### src/rtl/hazard_scoreboard_if.sv
// Decoder <-> hazard scoreboard interface.
// master: ID-stage decoder (drives instruction info, observes stall/status).
// slave : hazard_scoreboard.
interface hazard_scoreboard_if #(
  parameter int REG_BITS = 5,
  parameter int CNT_W    = 32
);
  logic                     issue_valid;
  logic [REG_BITS-1:0]      rs;
  logic [REG_BITS-1:0]      rt;
  logic                     rs_used;
  logic                     rt_used;
  logic [REG_BITS-1:0]      dest;
  logic                     dest_we;
  logic                     flush;
  logic                     all_buf_req;
  logic                     all_buf_flags;
  logic                     stall;
  logic [(1<<REG_BITS)-1:0] busy_vec;
  logic                     timeout_err;
  logic [CNT_W-1:0]         stall_count;

  modport master (
    output issue_valid, rs, rt, rs_used, rt_used, dest, dest_we, flush,
           all_buf_req, all_buf_flags,
    input  stall, busy_vec, timeout_err, stall_count
  );

  modport slave (
    input  issue_valid, rs, rt, rs_used, rt_used, dest, dest_we, flush,
           all_buf_req, all_buf_flags,
    output stall, busy_vec, timeout_err, stall_count
  );
endinterface

### src/rtl/hazard_scoreboard.sv
// hazard_scoreboard: ID-stage RAW hazard detector built on a PIPE_DEPTH-deep
// tag pipeline of in-flight register writes. Also handles squash-on-flush,
// the all-SAD-buffer wait with sticky timeout, and a saturating stall counter.
// Optional feature macro: WB_BYPASS_EN -- when defined, the write-back entry
// (last pipe stage) is excluded from matching because the register file
// writes in the first half-cycle; requires PIPE_DEPTH >= 2.
module hazard_scoreboard #(
  parameter int PIPE_DEPTH = 3,
  parameter int REG_BITS   = 5,
  parameter int TIMEOUT    = 255,
  parameter int CNT_W      = 32
) (
  input  logic               clk,
  input  logic               rst,
  hazard_scoreboard_if.slave sb
);

  localparam int NREGS = 1 << REG_BITS;
`ifdef WB_BYPASS_EN
  localparam int MATCH_N = PIPE_DEPTH - 1;
`else
  localparam int MATCH_N = PIPE_DEPTH;
`endif
  localparam logic [15:0] TIMEOUT_C = 16'(TIMEOUT);

  // Tag pipeline: entry 0 is EX, entry PIPE_DEPTH-1 is the write-back stage.
  logic [PIPE_DEPTH-1:0] valid_reg;
  logic [REG_BITS-1:0]   tag_reg [PIPE_DEPTH];

  logic [NREGS-1:0]  busy_vec_c;
  logic              raw_rs;
  logic              raw_rt;
  logic              buf_wait;
  logic              stall_c;
  logic              insert_c;
  logic              wait_active;

  logic [15:0]       wait_cnt_reg;
  logic [15:0]       wait_cnt_next;
  logic              timeout_err_reg;
  logic              timeout_err_next;
  logic [CNT_W-1:0]  stall_count_reg;
  logic [CNT_W-1:0]  stall_count_next;

  // Per-register pending mask; register 0 is hardwired zero and never busy.
  genvar gi;
  generate
    for (gi = 0; gi < NREGS; gi++) begin : g_busy
      if (gi == 0) begin : g_zero
        assign busy_vec_c[gi] = 1'b0;
      end else begin : g_reg
        logic hit;
        // OR of every valid in-range entry whose tag names this register.
        always_comb begin
          hit = 1'b0;
          for (int i = 0; i < MATCH_N; i++) begin
            if (valid_reg[i] && (tag_reg[i] == REG_BITS'(gi))) hit = 1'b1;
          end
        end
        assign busy_vec_c[gi] = hit;
      end
    end
  endgenerate

  // Same-cycle hazard and stall decision, plus the insert qualifier for EX.
  always_comb begin
    raw_rs      = sb.rs_used & (sb.rs != '0) & busy_vec_c[sb.rs];
    raw_rt      = sb.rt_used & (sb.rt != '0) & busy_vec_c[sb.rt];
    buf_wait    = sb.all_buf_req & ~sb.all_buf_flags;
    stall_c     = sb.issue_valid & ~sb.flush & (raw_rs | raw_rt | buf_wait);
    insert_c    = sb.issue_valid & ~stall_c & ~sb.flush & sb.dest_we & (sb.dest != '0);
    wait_active = buf_wait & sb.issue_valid & ~sb.flush;
  end

  // Next-state for the wait counter, sticky timeout flag and stall counter.
  always_comb begin
    wait_cnt_next = 16'd0;
    if (wait_active) begin
      wait_cnt_next = (wait_cnt_reg == TIMEOUT_C) ? wait_cnt_reg : wait_cnt_reg + 16'd1;
    end
    timeout_err_next = timeout_err_reg | (wait_active & (wait_cnt_next == TIMEOUT_C));
    stall_count_next = stall_count_reg;
    if (stall_c && !(&stall_count_reg)) stall_count_next = stall_count_reg + CNT_W'(1);
  end

  // Advance the tag pipe every clock; a stalled/flushed/non-writing slot is a bubble.
  always_ff @(posedge clk or posedge rst) begin
    if (rst) begin
      valid_reg <= '0;
      for (int i = 0; i < PIPE_DEPTH; i++) tag_reg[i] <= '0;
    end else begin
      valid_reg[0] <= insert_c;
      tag_reg[0]   <= sb.dest;
      for (int i = 1; i < PIPE_DEPTH; i++) begin
        valid_reg[i] <= valid_reg[i-1];
        tag_reg[i]   <= tag_reg[i-1];
      end
    end
  end

  // Status registers: wait counter, sticky timeout, saturating stall count.
  always_ff @(posedge clk or posedge rst) begin
    if (rst) begin
      wait_cnt_reg    <= 16'd0;
      timeout_err_reg <= 1'b0;
      stall_count_reg <= '0;
    end else begin
      wait_cnt_reg    <= wait_cnt_next;
      timeout_err_reg <= timeout_err_next;
      stall_count_reg <= stall_count_next;
    end
  end

  assign sb.stall       = stall_c;
  assign sb.busy_vec    = busy_vec_c;
  assign sb.timeout_err = timeout_err_reg;
  assign sb.stall_count = stall_count_reg;

endmodule

### src/flat_wrapper.sv
// flat-port wrapper written by rule: the top's interface ports become plain ports
module hazard_scoreboard_flat 
#(
  parameter int PIPE_DEPTH = 3,
  parameter int REG_BITS   = 5,
  parameter int TIMEOUT    = 255,
  parameter int CNT_W      = 32
)
  (clk, rst, sb_issue_valid, sb_rs, sb_rt, sb_rs_used, sb_rt_used, sb_dest, sb_dest_we, sb_flush, sb_all_buf_req, sb_all_buf_flags, sb_stall, sb_busy_vec, sb_timeout_err, sb_stall_count);
  hazard_scoreboard_if #(.REG_BITS(REG_BITS), .CNT_W(CNT_W)) sb_i ();
  input  logic clk;
  input  logic rst;
  input wire logic [$bits(sb_i.issue_valid)-1:0] sb_issue_valid;
  input wire logic [$bits(sb_i.rs)-1:0] sb_rs;
  input wire logic [$bits(sb_i.rt)-1:0] sb_rt;
  input wire logic [$bits(sb_i.rs_used)-1:0] sb_rs_used;
  input wire logic [$bits(sb_i.rt_used)-1:0] sb_rt_used;
  input wire logic [$bits(sb_i.dest)-1:0] sb_dest;
  input wire logic [$bits(sb_i.dest_we)-1:0] sb_dest_we;
  input wire logic [$bits(sb_i.flush)-1:0] sb_flush;
  input wire logic [$bits(sb_i.all_buf_req)-1:0] sb_all_buf_req;
  input wire logic [$bits(sb_i.all_buf_flags)-1:0] sb_all_buf_flags;
  output wire logic [$bits(sb_i.stall)-1:0] sb_stall;
  output wire logic [$bits(sb_i.busy_vec)-1:0] sb_busy_vec;
  output wire logic [$bits(sb_i.timeout_err)-1:0] sb_timeout_err;
  output wire logic [$bits(sb_i.stall_count)-1:0] sb_stall_count;
  assign sb_i.issue_valid = sb_issue_valid;
  assign sb_i.rs = sb_rs;
  assign sb_i.rt = sb_rt;
  assign sb_i.rs_used = sb_rs_used;
  assign sb_i.rt_used = sb_rt_used;
  assign sb_i.dest = sb_dest;
  assign sb_i.dest_we = sb_dest_we;
  assign sb_i.flush = sb_flush;
  assign sb_i.all_buf_req = sb_all_buf_req;
  assign sb_i.all_buf_flags = sb_all_buf_flags;
  assign sb_stall = sb_i.stall;
  assign sb_busy_vec = sb_i.busy_vec;
  assign sb_timeout_err = sb_i.timeout_err;
  assign sb_stall_count = sb_i.stall_count;
  hazard_scoreboard #(.PIPE_DEPTH(PIPE_DEPTH), .REG_BITS(REG_BITS), .TIMEOUT(TIMEOUT), .CNT_W(CNT_W)) u_core (.clk(clk), .rst(rst), .sb(sb_i));
endmodule
### config.mk
export PLATFORM = sky130hd
export DESIGN_NAME = hazard_scoreboard_flat
export DESIGN_NICKNAME = d
export VERILOG_FILES = /design/src/rtl/hazard_scoreboard_if.sv /design/src/rtl/hazard_scoreboard.sv /design/src/flat_wrapper.sv
export SDC_FILE = /design/constraint.sdc
export NUM_CORES = 1
export LEC_CHECK = 0
export ABC_CLOCK_PERIOD_IN_PS = 4050
export CORE_MARGIN = 5
export CORE_UTILIZATION = 40
export DETAILED_ROUTE_END_ITERATION = 10
export SETUP_SLACK_MARGIN = 0.2
export SYNTH_ARGS = -nofsm -noshare
export SYNTH_HDL_FRONTEND = slang
export SYNTH_SLANG_ARGS = --single-unit
### constraint.sdc
create_clock -name clk -period 4.05 [get_ports clk]
set_input_delay 0.81 -clock clk [delete_from_list [all_inputs] [get_ports clk]]
set_output_delay 0.81 -clock clk [all_outputs]
set_load 0.05 [all_outputs]
==> impl_metrics.json, run 1 <==
{
  "largest_reg_flops": 32,
  "yosys_register_bits": 67,
  "p_int_w": 0.00125,
  "nNetsFinal": 626,
  "clockRootBuffer": "clkbuf_16",
  "crit_type": "reg2out",
  "hold_slack_ns": 0.455,
  "syn-num-nets": 568,
  "cts_tree": "built",
  "coreArea_um2": 11900,
  "grt_pass1_wl_mm": 23.0,
  "routedWlPerCell_um": 19.4,
  "hp-start": "u_core.tag_reg[9]",
  "grt_pass1_vias": 4340,
  "finalCriticalPeriod_ns": 3.76,
  "async_flop_share_pct": 100,
  "pwr-share-seq_pct": 40.7,
  "ant_nets": 0,
  "power.switching_w": 0.000584,
  "grt_use_met3_pct": 3.77,
  "ys_types": 73,
  "cts-buffers-inserted": 9,
  "max_freq_mhz": 266,
  "cp_max_fo": 9,
  "synth_edf_count": 0,
  "fin_skew_ns": 0.00677,
  "synth_top_area_share_pct": 34.6,
  "finalCritPeriodShare_pct": 92.9,
  "layout_setup_ws_ns": 0.289,
  "stdcell_area_um2": 6040,
  "layout-drive-gt1-share_pct": 15.5,
  "ios": 90,
  "drc": 0,
  "synth_cells": 542,
  "die_h_um": 120,
  "syn_area_um2": 4840,
  "io_buffers": 88,
  "cp.arrival_ns": 2.95,
  "htree_levels": 3,
  "num-fill-cells": 1134,
  "tns_ns": 0,
  "dieArea_um2": 14400,
  "cap_violations": 0,
  "comb_power_share_pct": 18.8,
  "hpwl_mm": 11.0,
  "drtIter0Drc": 405,
  "seq_area_frac_synth_pct": 34.6,
  "rsz0062_at_grt": "no",
  "clkSinkCount": 67,
  "slew_headroom_pct": 49.5,
  "r2r_cells": 10,
  "min_to": "u_core.tag_reg[4]",
  "synth.area.top_cells": "dfrtp_1 (35%), xor2_1 (5.8%), buf_4 (5.3%), nor2_1 (4.6%), nor4_2 (4.4%)",
  "clk_path_buf_depth": 2,
  "yosysMostFrequentCell": "dfrtp_1",
  "syn_area_per_cell_um2": 8.93,
  "gp_congestion": 0.921,
  "finalPower_w": 0.00183,
  "start_kind": "register",
  "die_x_um": 120,
  "drt_first_pass_iters": 5,
  "finalWirelength_mm": 14.6,
  "synth_top_area_cell": "dfrtp_1",
  "ys.flop_type": "dfrtp_1",
  "status": "finished clean",
  "hp-class": "reg2reg",
  "insertion_delay_ns": 0.33,
  "areaGrowthSynthToFinish_pct": 24.8,
  "finalSetupViolCount": 0,
  "ir_worst_vdd_mv": 0.208,
  "dpl_cell_area_um2": 5640,
  "grt_use_total_pct": 20.0,
  "grt_max_degree": 36,
  "grt_util_met1_pct": 24.8,
  "post-place-ws_ns": 0.0726,
  "grt_busiest_layer": "met2",
  "vias_per_cell": 5.87,
  "worstPathRequired_ns": 3.24,
  "antennaDiodeCount": 0,
  "finalMaxSlewViolations": 0,
  "p_leak_nw": 2.45,
  "yosys_warnings": 0,
  "p_per_area_nw_per_um2": 303,
  "worst_setup_path_end_kind": "primary output",
  "clkPwrFrac_pct": 40.5,
  "synthTopCellsByCount": "dfrtp_1 (67), nor2_1 (59), buf_4 (34)",
  "start_util_pct": 40.6,
  "path_clk_slew_ns": 0.06,
  "worst_slew_pin_slew_ns": 0.754,
  "final_hold_viol_count": 0,
  "whs_path_depth": 0,
  "num_vias": 4416,
  "p_sw_share_pct": 31.9,
  "rows": 40,
  "antenna_found_initial": 0,
  "holdBufCountCts": 0,
  "regToRegSetupSlack_ns": 0.67,
  "timing.rr.end": "u_core.sb.stall_count[1]",
  "met2_usage_pct": 33.4,
  "grt.overflow.total": 0,
  "rr_startpoint": "u_core.valid_reg[1]"
}
-- timing repair --
item	in CTS	in global routing
setup endpoints to repair	1	1
hold endpoints to repair	0	0
pin swaps	1	5
buffers inserted	0	4
gates resized for setup	3	30
-- placed cells by master, fill, tap and decap left out, drive strengths merged, types with 5 or more instances in the layout --
cell type      Yosys  final
clkdlybuf4s50      0     81
dfrtp             67     67
nor2              59     59
xor2              32     32
nand2             27     27
nor3              26     26
o21ai             24     24
nor4              22     22
nand3             21     21
inv               18     21
o22ai             19     19
buf               39     16
nand2b            14     14
and3              13     13
or2               13     13
o22a              10     10
nand4             10     10
xnor2             10     10
clkbuf            17      9
nand4bb            9      9
nand4b             8      8
or3                5      5
dlymetal6s2s       0      5
-- metal layers --
layer	vias to the layer above	part of all wire, %
met5	-	0
met4	0	4.5
met3	49	6.2
met2	181	49
met1	2105	40
li1	2081	-
-- critical path: stages, from the launching register on --
cell and delay [ns]:
dfrtp_1 0.47, nand4b_1 0.27, o22ai_1 0.13, a31o_1 0.26
mux4_2 0.50, a311oi_1 0.27, o41ai_1 0.13, a22oi_2 0.29
nor2_1 0.09, buf_4 0.20
-- cells by family after synthesis --
logic type / Yosys count / share of synthesized area [%]
buffers and inverters: 75 / 8.66
adders and majority gates: 2 / 0.517
xor gates and xnor gates: 42 / 7.60
and+or+nand+nor: 249 / 30.8
AOI/OAI and AO/OA: 96 / 14.7
DFF: 67 / 34.6
muxes: 10 / 2.95
other: 1 / 0.0775
-- worst max path at each step --
stage	from	endpoint	slack, ns	cells after the start
final	u_core.valid_reg[1]	sb_stall	0.29	9
after global routing	u_core.valid_reg[1]	sb_stall	0.18	9
after CTS	sb_rs[0]	sb_stall	0.20	8
after detailed placement	sb_rs[0]	sb_stall	0.07	8
after global placement	sb_rt[0]	sb_stall	0.13	8
after floorplan	sb_rs[0]	sb_stall	0.23	10
-- cell type report --
| cell class | count | area (um2) | share of cell area (%) |
|---|---|---|---|
| Tap cell | 147 | 184 | 3.04 |
| Clock inverter | 7 | 61.3 | 1.01 |
| Timing Repair Buffer | 103 | 1000 | 16.6 |
| Sequential cell | 67 | 1680 | 27.9 |
| Inverter | 19 | 72.6 | 1.20 |
| Multi-Input combinational cell | 400 | 2810 | 46.6 |
| Clock buffer | 9 | 225 | 3.73 |
-- power groups by stage --
stage                     registers (W)  clock network (W)  logic (W)
final                          0.000746           0.000742   0.000344
after global routing           0.000754           0.000783   0.000365
after CTS                      0.000744           0.000754   0.000341
after detailed placement       0.000756                  0   0.000340
after global placement         0.000755                  0   0.000338
after floorplan                0.000824                  0   0.000153
-- through the flow --
stage	utilization [%]	instances
after floorplan	-	542
after global placement	47.3	732
after detailed placement	47.3	732
after CTS	49.7	748
after global routing	50.7	752
final	50.7	752
Power figures use the tool's default switching activity.
==> inputs of run 2 (changes only) <==
Settings changed: CORE_MARGIN 5 to unset, CORE_UTILIZATION 40 to 45, PLACE_DENSITY set to 0.7.
==> run 2 against run 1 <==
Net effect:
- non-clock buffer count increased by 2
- first-iteration DRC count decreased by 36%
- combinational power about the same
- core utilization increased by 7.0 points
- global-route usage increased by 6.3 points
- largest cell class unchanged
- highest routed layer unchanged
==> impl_metrics.json, run 2 (synthesis results as in run 1) <==
{
  "die_x_um": 106,
  "worst_slew_pin_slew_ns": 0.814,
  "p_per_area_nw_per_um2": 276,
  "dpl_cell_area_um2": 5620,
  "num_vias": 4482,
  "power.switching_w": 0.000538,
  "r2r_cells": 10,
  "timing.rr.end": "u_core.sb.stall_count[1]",
  "finalCritPeriodShare_pct": 92.8,
  "cts-buffers-inserted": 9,
  "antennaDiodeCount": 0,
  "dieArea_um2": 11200,
  "start_kind": "input pin",
  "finalSetupViolCount": 0,
  "path_clk_slew_ns": 0.08,
  "max_freq_mhz": 266,
  "fin_skew_ns": 0.0129,
  "regArea_um2": 1690,
  "io_buffers": 88,
  "finalWirelength_mm": 14.3,
  "layout-drive-gt1-share_pct": 16.3,
  "grt_use_total_pct": 26.3,
  "layout_commonest_cell": "clkdlybuf4s50_1",
  "start_util_pct": 46.7,
  "clkPwrFrac_pct": 33.9,
  "whs_path_depth": 0,
  "clk_path_buf_depth": 2,
  "ios": 90,
  "nNetsFinal": 628,
  "rr_startpoint": "u_core.tag_reg[11]",
  "grt_use_met3_pct": 4.51,
  "die_h_um": 106,
  "vias_per_cell": 6.03,
  "mostFrequentLayoutCells": "clkdlybuf4s50_1 (83), dfrtp_1 (60), nor2_1 (56)",
  "ir_worst_vdd_mv": 0.226,
  "grt_util_met1_pct": 32.1,
  "cp.arrival_ns": 2.95,
  "cp_max_fo": 8,
  "coreArea_um2": 10400,
  "tns_ns": 0,
  "cap_violations": 0,
  "worstPathRequired_ns": 3.24,
  "insertion_delay_ns": 0.36,
  "finalCriticalPeriod_ns": 3.76,
  "worst_setup_path_end_kind": "primary output",
  "ant_nets": 0,
  "grt_max_degree": 68,
  "min_to": "u_core.tag_reg[4]",
  "p_leak_nw": 2.40,
  "cp-startpoint": "sb_rs[2]",
  "gp_congestion": 0.915,
  "p_sw_share_pct": 32.6,
  "rows": 37,
  "regToRegSetupSlack_ns": 0.71,
  "drtIter0Drc": 258,
  "drc": 0,
  "pwr-share-seq_pct": 45.3,
  "antenna_found_initial": 0,
  "finalMaxSlewViolations": 0,
  "stdcell_area_um2": 5980,
  "multiInputGateArea_um2": 2840,
  "grt_pass1_wl_mm": 22.6,
  "clkSinkCount": 67,
  "rsz0062_at_grt": "no",
  "comb_power_share_pct": 20.9,
  "grt_pass1_vias": 4261,
  "hp-class": "reg2reg",
  "drt_first_pass_iters": 5,
  "grt.overflow.total": 0,
  "p_int_w": 0.00111,
  "cts_tree": "built",
  "crit_type": "in2out",
  "met2_usage_pct": 44.2,
  "final_hold_viol_count": 0,
  "holdBufCountCts": 0,
  "routedWlPerCell_um": 19.2,
  "hp-start": "u_core.tag_reg[9]",
  "num-fill-cells": 941,
  "areaGrowthSynthToFinish_pct": 23.6,
  "largest_reg_flops": 32,
  "hpwl_mm": 10.7,
  "clockRootBuffer": "clkbuf_8",
  "slew_headroom_pct": 45.7,
  "htree_levels": 3,
  "status": "finished clean",
  "grt_busiest_layer": "met2"
}
-- run 2: worst max-delay path, cell delays in order --
cell and delay (ns):
clkdlybuf4s50_1 0.57, inv_2 0.24, nor3_1 0.09, a211o_1 0.28, nor4_2 0.34, a211oi_2 0.10
a22oi_2 0.28, nor2_2 0.08, buf_6 0.16
-- run 2: routing by layer --
metal,share of wire [%],vias to the layer above,wire length [um]
met5,0,-,0
met4,3.9,0,553
met3,5.7,42,818
met2,50,168,7110
met1,41,2183,5790
li1,-,2089,-
-- run 2: worst max path at each step --
| stage | depth (start not counted) | endpoint | slack, ns |
|---|---|---|---|
| 2_1_floorplan | 10 | sb_stall | 0.23 |
| 3_3_place_gp | 11 | sb_stall | 0.21 |
| 3_5_place_dp | 10 | sb_stall | 0.15 |
| 4_1_cts | 9 | sb_stall | 0.21 |
| 5_1_grt | 9 | sb_stall | 0.21 |
| 6_report | 9 | sb_stall | 0.29 |
-- run 2: power by group through the flow --
stage / logic [W] / clock network, W / registers (W)
3_5_place_dp: 0.000336 / 0 / 0.000758
6_report: 0.000344 / 0.000559 / 0.000747
4_1_cts: 0.000337 / 0.000574 / 0.000745
3_3_place_gp: 0.000333 / 0 / 0.000754
5_1_grt: 0.000367 / 0.000603 / 0.000755
2_1_floorplan: 0.000153 / 0 / 0.000824
-- run 2: stage by stage --
stage	util (%)	setup slack [ns]	hold slack (ns)	cells	power, W
after floorplan	-	0.228	0.399	542	0.000977
after global placement	54.2	0.212	0.410	721	0.00109
after detailed placement	54.2	0.152	0.424	721	0.00109
after CTS	56.3	0.207	0.438	737	0.00166
after global routing	57.7	0.206	0.443	743	0.00172
final	57.7	0.293	0.448	743	0.00165
-- run 2: cell type report --
type | instances | area share [%]
Inverter | 19 | 1.21
Clock buffer | 9 | 2.07
Multi-Input combinational cell | 400 | 47.5
Timing Repair Buffer | 105 | 16.9
Sequential cell | 67 | 28.2
Tap cell | 136 | 2.84
Clock inverter | 7 | 1.30
-- run 2: timing repair --
action,CTS,global route
pin swaps,2,3
gates resized for setup,7,30
setup endpoints to repair,1,1
setup buffers,0,6
==> inputs of run 3 (changes only) <==
Settings changed: SKIP_CTS_REPAIR_TIMING set to 1.
==> run 3 against run 2 <==
Net effect:
- combinational power hardly changed
- power is 0.11% higher
- global-route usage is 0.053 points lower
- final cell count is 0.13% higher
- critical endpoint unchanged
- flip-flop and latch count stayed put
- setup slack worse by 0.0052 ns
- non-clock buffer count is 1 higher
- worst hold slack worse by 0.0046 ns
- core utilization is 0.17 points higher
==> impl_metrics.json, run 3 (synthesis results as in run 1) <==
{
  "drt_first_pass_iters": 4,
  "gp_congestion": 0.915,
  "drtIter0Drc": 249,
  "worst_slew_pin_slew_ns": 0.815,
  "nNetsFinal": 629,
  "final_util_pct": 57.9,
  "dieArea_um2": 11200,
  "worstPathRequired_ns": 3.24,
  "ios": 90,
  "max_stage_delay_ns": 0.58,
  "worst_setup_path_end_kind": "primary output",
  "met3_wirelength_um": 922,
  "cp_max_fo": 8,
  "areaGrowthSynthToFinish_pct": 24.0,
  "regToRegSetupSlack_ns": 0.70,
  "ant_nets": 0,
  "final_hold_viol_count": 0,
  "finalCritPeriodShare_pct": 92.9,
  "rsz0062_at_grt": "no",
  "coreArea_um2": 10400,
  "cts_tree": "built",
  "grt_pass1_wl_mm": 22.6,
  "hp-class": "reg2reg",
  "crit_slowest_cell": "clkdlybuf4s50_1",
  "drc": 0,
  "timing.rr.end": "u_core.sb.stall_count[1]",
  "cts-buffers-inserted": 9,
  "clkSinkCount": 67,
  "insertion_delay_ns": 0.36,
  "multiInputGateArea_um2": 2840,
  "start_util_pct": 46.7,
  "critPathBufInv": 3,
  "htree_levels": 3,
  "hp-start": "u_core.tag_reg[9]",
  "cp_cell_sequence": "clkdlybuf4s50_1, inv_2, nor3_1, a211o_1, nor4_2, a211oi_2, a22oi_2, nor2_2, buf_6",
  "grt_pass1_vias": 4261,
  "layout_commonest_cell": "clkdlybuf4s50_1",
  "slew_headroom_pct": 45.7,
  "cp-startpoint": "sb_rs[2]",
  "grt_use_total_pct": 26.3,
  "antenna_found_initial": 0,
  "grt_max_degree": 68,
  "top_layer": "met4",
  "largest_reg_flops": 32,
  "max_freq_mhz": 266,
  "num-fill-cells": 936,
  "grt.overflow.total": 0,
  "cap_violations": 0,
  "p_per_area_nw_per_um2": 275,
  "placed_cells": 721,
  "routedWlPerCell_um": 19.3,
  "fin_skew_ns": 0.0131,
  "crit_type": "in2out",
  "hold_slack_ns": 0.444,
  "finalCriticalPeriod_ns": 3.76,
  "wl_met2_mm": 7.11,
  "die_h_um": 106,
  "finalNonFillerCells": 744,
  "finalMaxSlewViolations": 0,
  "ir_worst_vdd_mv": 0.226,
  "mostFrequentLayoutCells": "clkdlybuf4s50_1 (83), dfrtp_1 (60), nor2_1 (56)",
  "finalPower_w": 0.00165,
  "io_buffers": 88,
  "cp_top_family": "buffers and inverters",
  "r2r_cells": 10,
  "tns_ns": 0,
  "drt-met1-wl_mm": 5.72,
  "p_leak_nw": 2.42,
  "crit_cells": 9,
  "finalWirelength_mm": 14.3,
  "cp.arrival_ns": 2.95,
  "layout-drive-gt1-share_pct": 16.4,
  "finalSetupViolCount": 0,
  "num_vias": 4485,
  "clk_path_buf_depth": 2,
  "antennaDiodeCount": 0,
  "die_x_um": 106,
  "endpoint": "sb_stall",
  "status": "finished clean",
  "clockRootBuffer": "clkbuf_8",
  "path_clk_slew_ns": 0.08,
  "rows": 37,
  "start_kind": "input pin",
  "regArea_um2": 1690,
  "rr_startpoint": "u_core.tag_reg[11]",
  "vias_per_cell": 6.03,
  "hpwl_mm": 10.7
}
==> run 3: cell count changes in the layout (fill, tap and decap cells not counted), sizes merged <==
cell	delta
dlygate4sd2	-2
dlymetal6s2s	+2
buf	+1
clkinv	-1
clkinvlp	+1
==> run 3: how the worst min path moves through the flow <==
stage | end | slack (ns) | depth (start not counted)
detailed placement | u_core.tag_reg[7] | 0.42 | 0
CTS | u_core.tag_reg[0] | 0.44 | 0
global placement | u_core.tag_reg[8] | 0.41 | 0
global route | u_core.tag_reg[4] | 0.44 | 0
finish | u_core.tag_reg[4] | 0.44 | 0
floorplan | u_core.tag_reg[4] | 0.40 | 0
==> run 3: stage by stage <==
stage / setup WS (ns) / instance area (um2)
after floorplan: 0.228 / 4840
after global placement: 0.212 / 5620
after detailed placement: 0.152 / 5620
after CTS: 0.139 / 5820
after global routing: 0.206 / 6000
final: 0.288 / 6000
==> run 3: area by class of cell <==
class / count / area share (%)
clock buffer: 9 / 2.06
clock inverter: 7 / 1.29
inverter: 19 / 1.25
multi-input combinational: 400 / 47.4
sequential: 67 / 28.1
tap: 136 / 2.84
timing repair buffer: 106 / 17.1
==> run 3: power by group <==
group | switching, W | internal [W]
combinational | 0.000221 | 0.000124
sequential | 0.0000466 | 0.000700
clock | 0.000272 | 0.000288
total | 0.000539 | 0.00111
==> run 3: worst reg2reg max path, delay by kind of cell, from the launching register on <==
| kind | cells | cell delay [ns] |
|---|---|---|
| mux | 2 | 0.83 |
| compound gates | 5 | 1.06 |
| flops | 1 | 0.47 |
| simple gates | 2 | 0.45 |
| buf+inv | 1 | 0.44 |
==> run 3: routing by layer <==
| layer | global-route usage, % | up-vias |
|---|---|---|
| li1 | - | 2090 |
| met1 | 31.9 | 2172 |
| met2 | 44.1 | 182 |
| met3 | 4.51 | 41 |
| met4 | 14.7 | 0 |
| met5 | 0 | - |
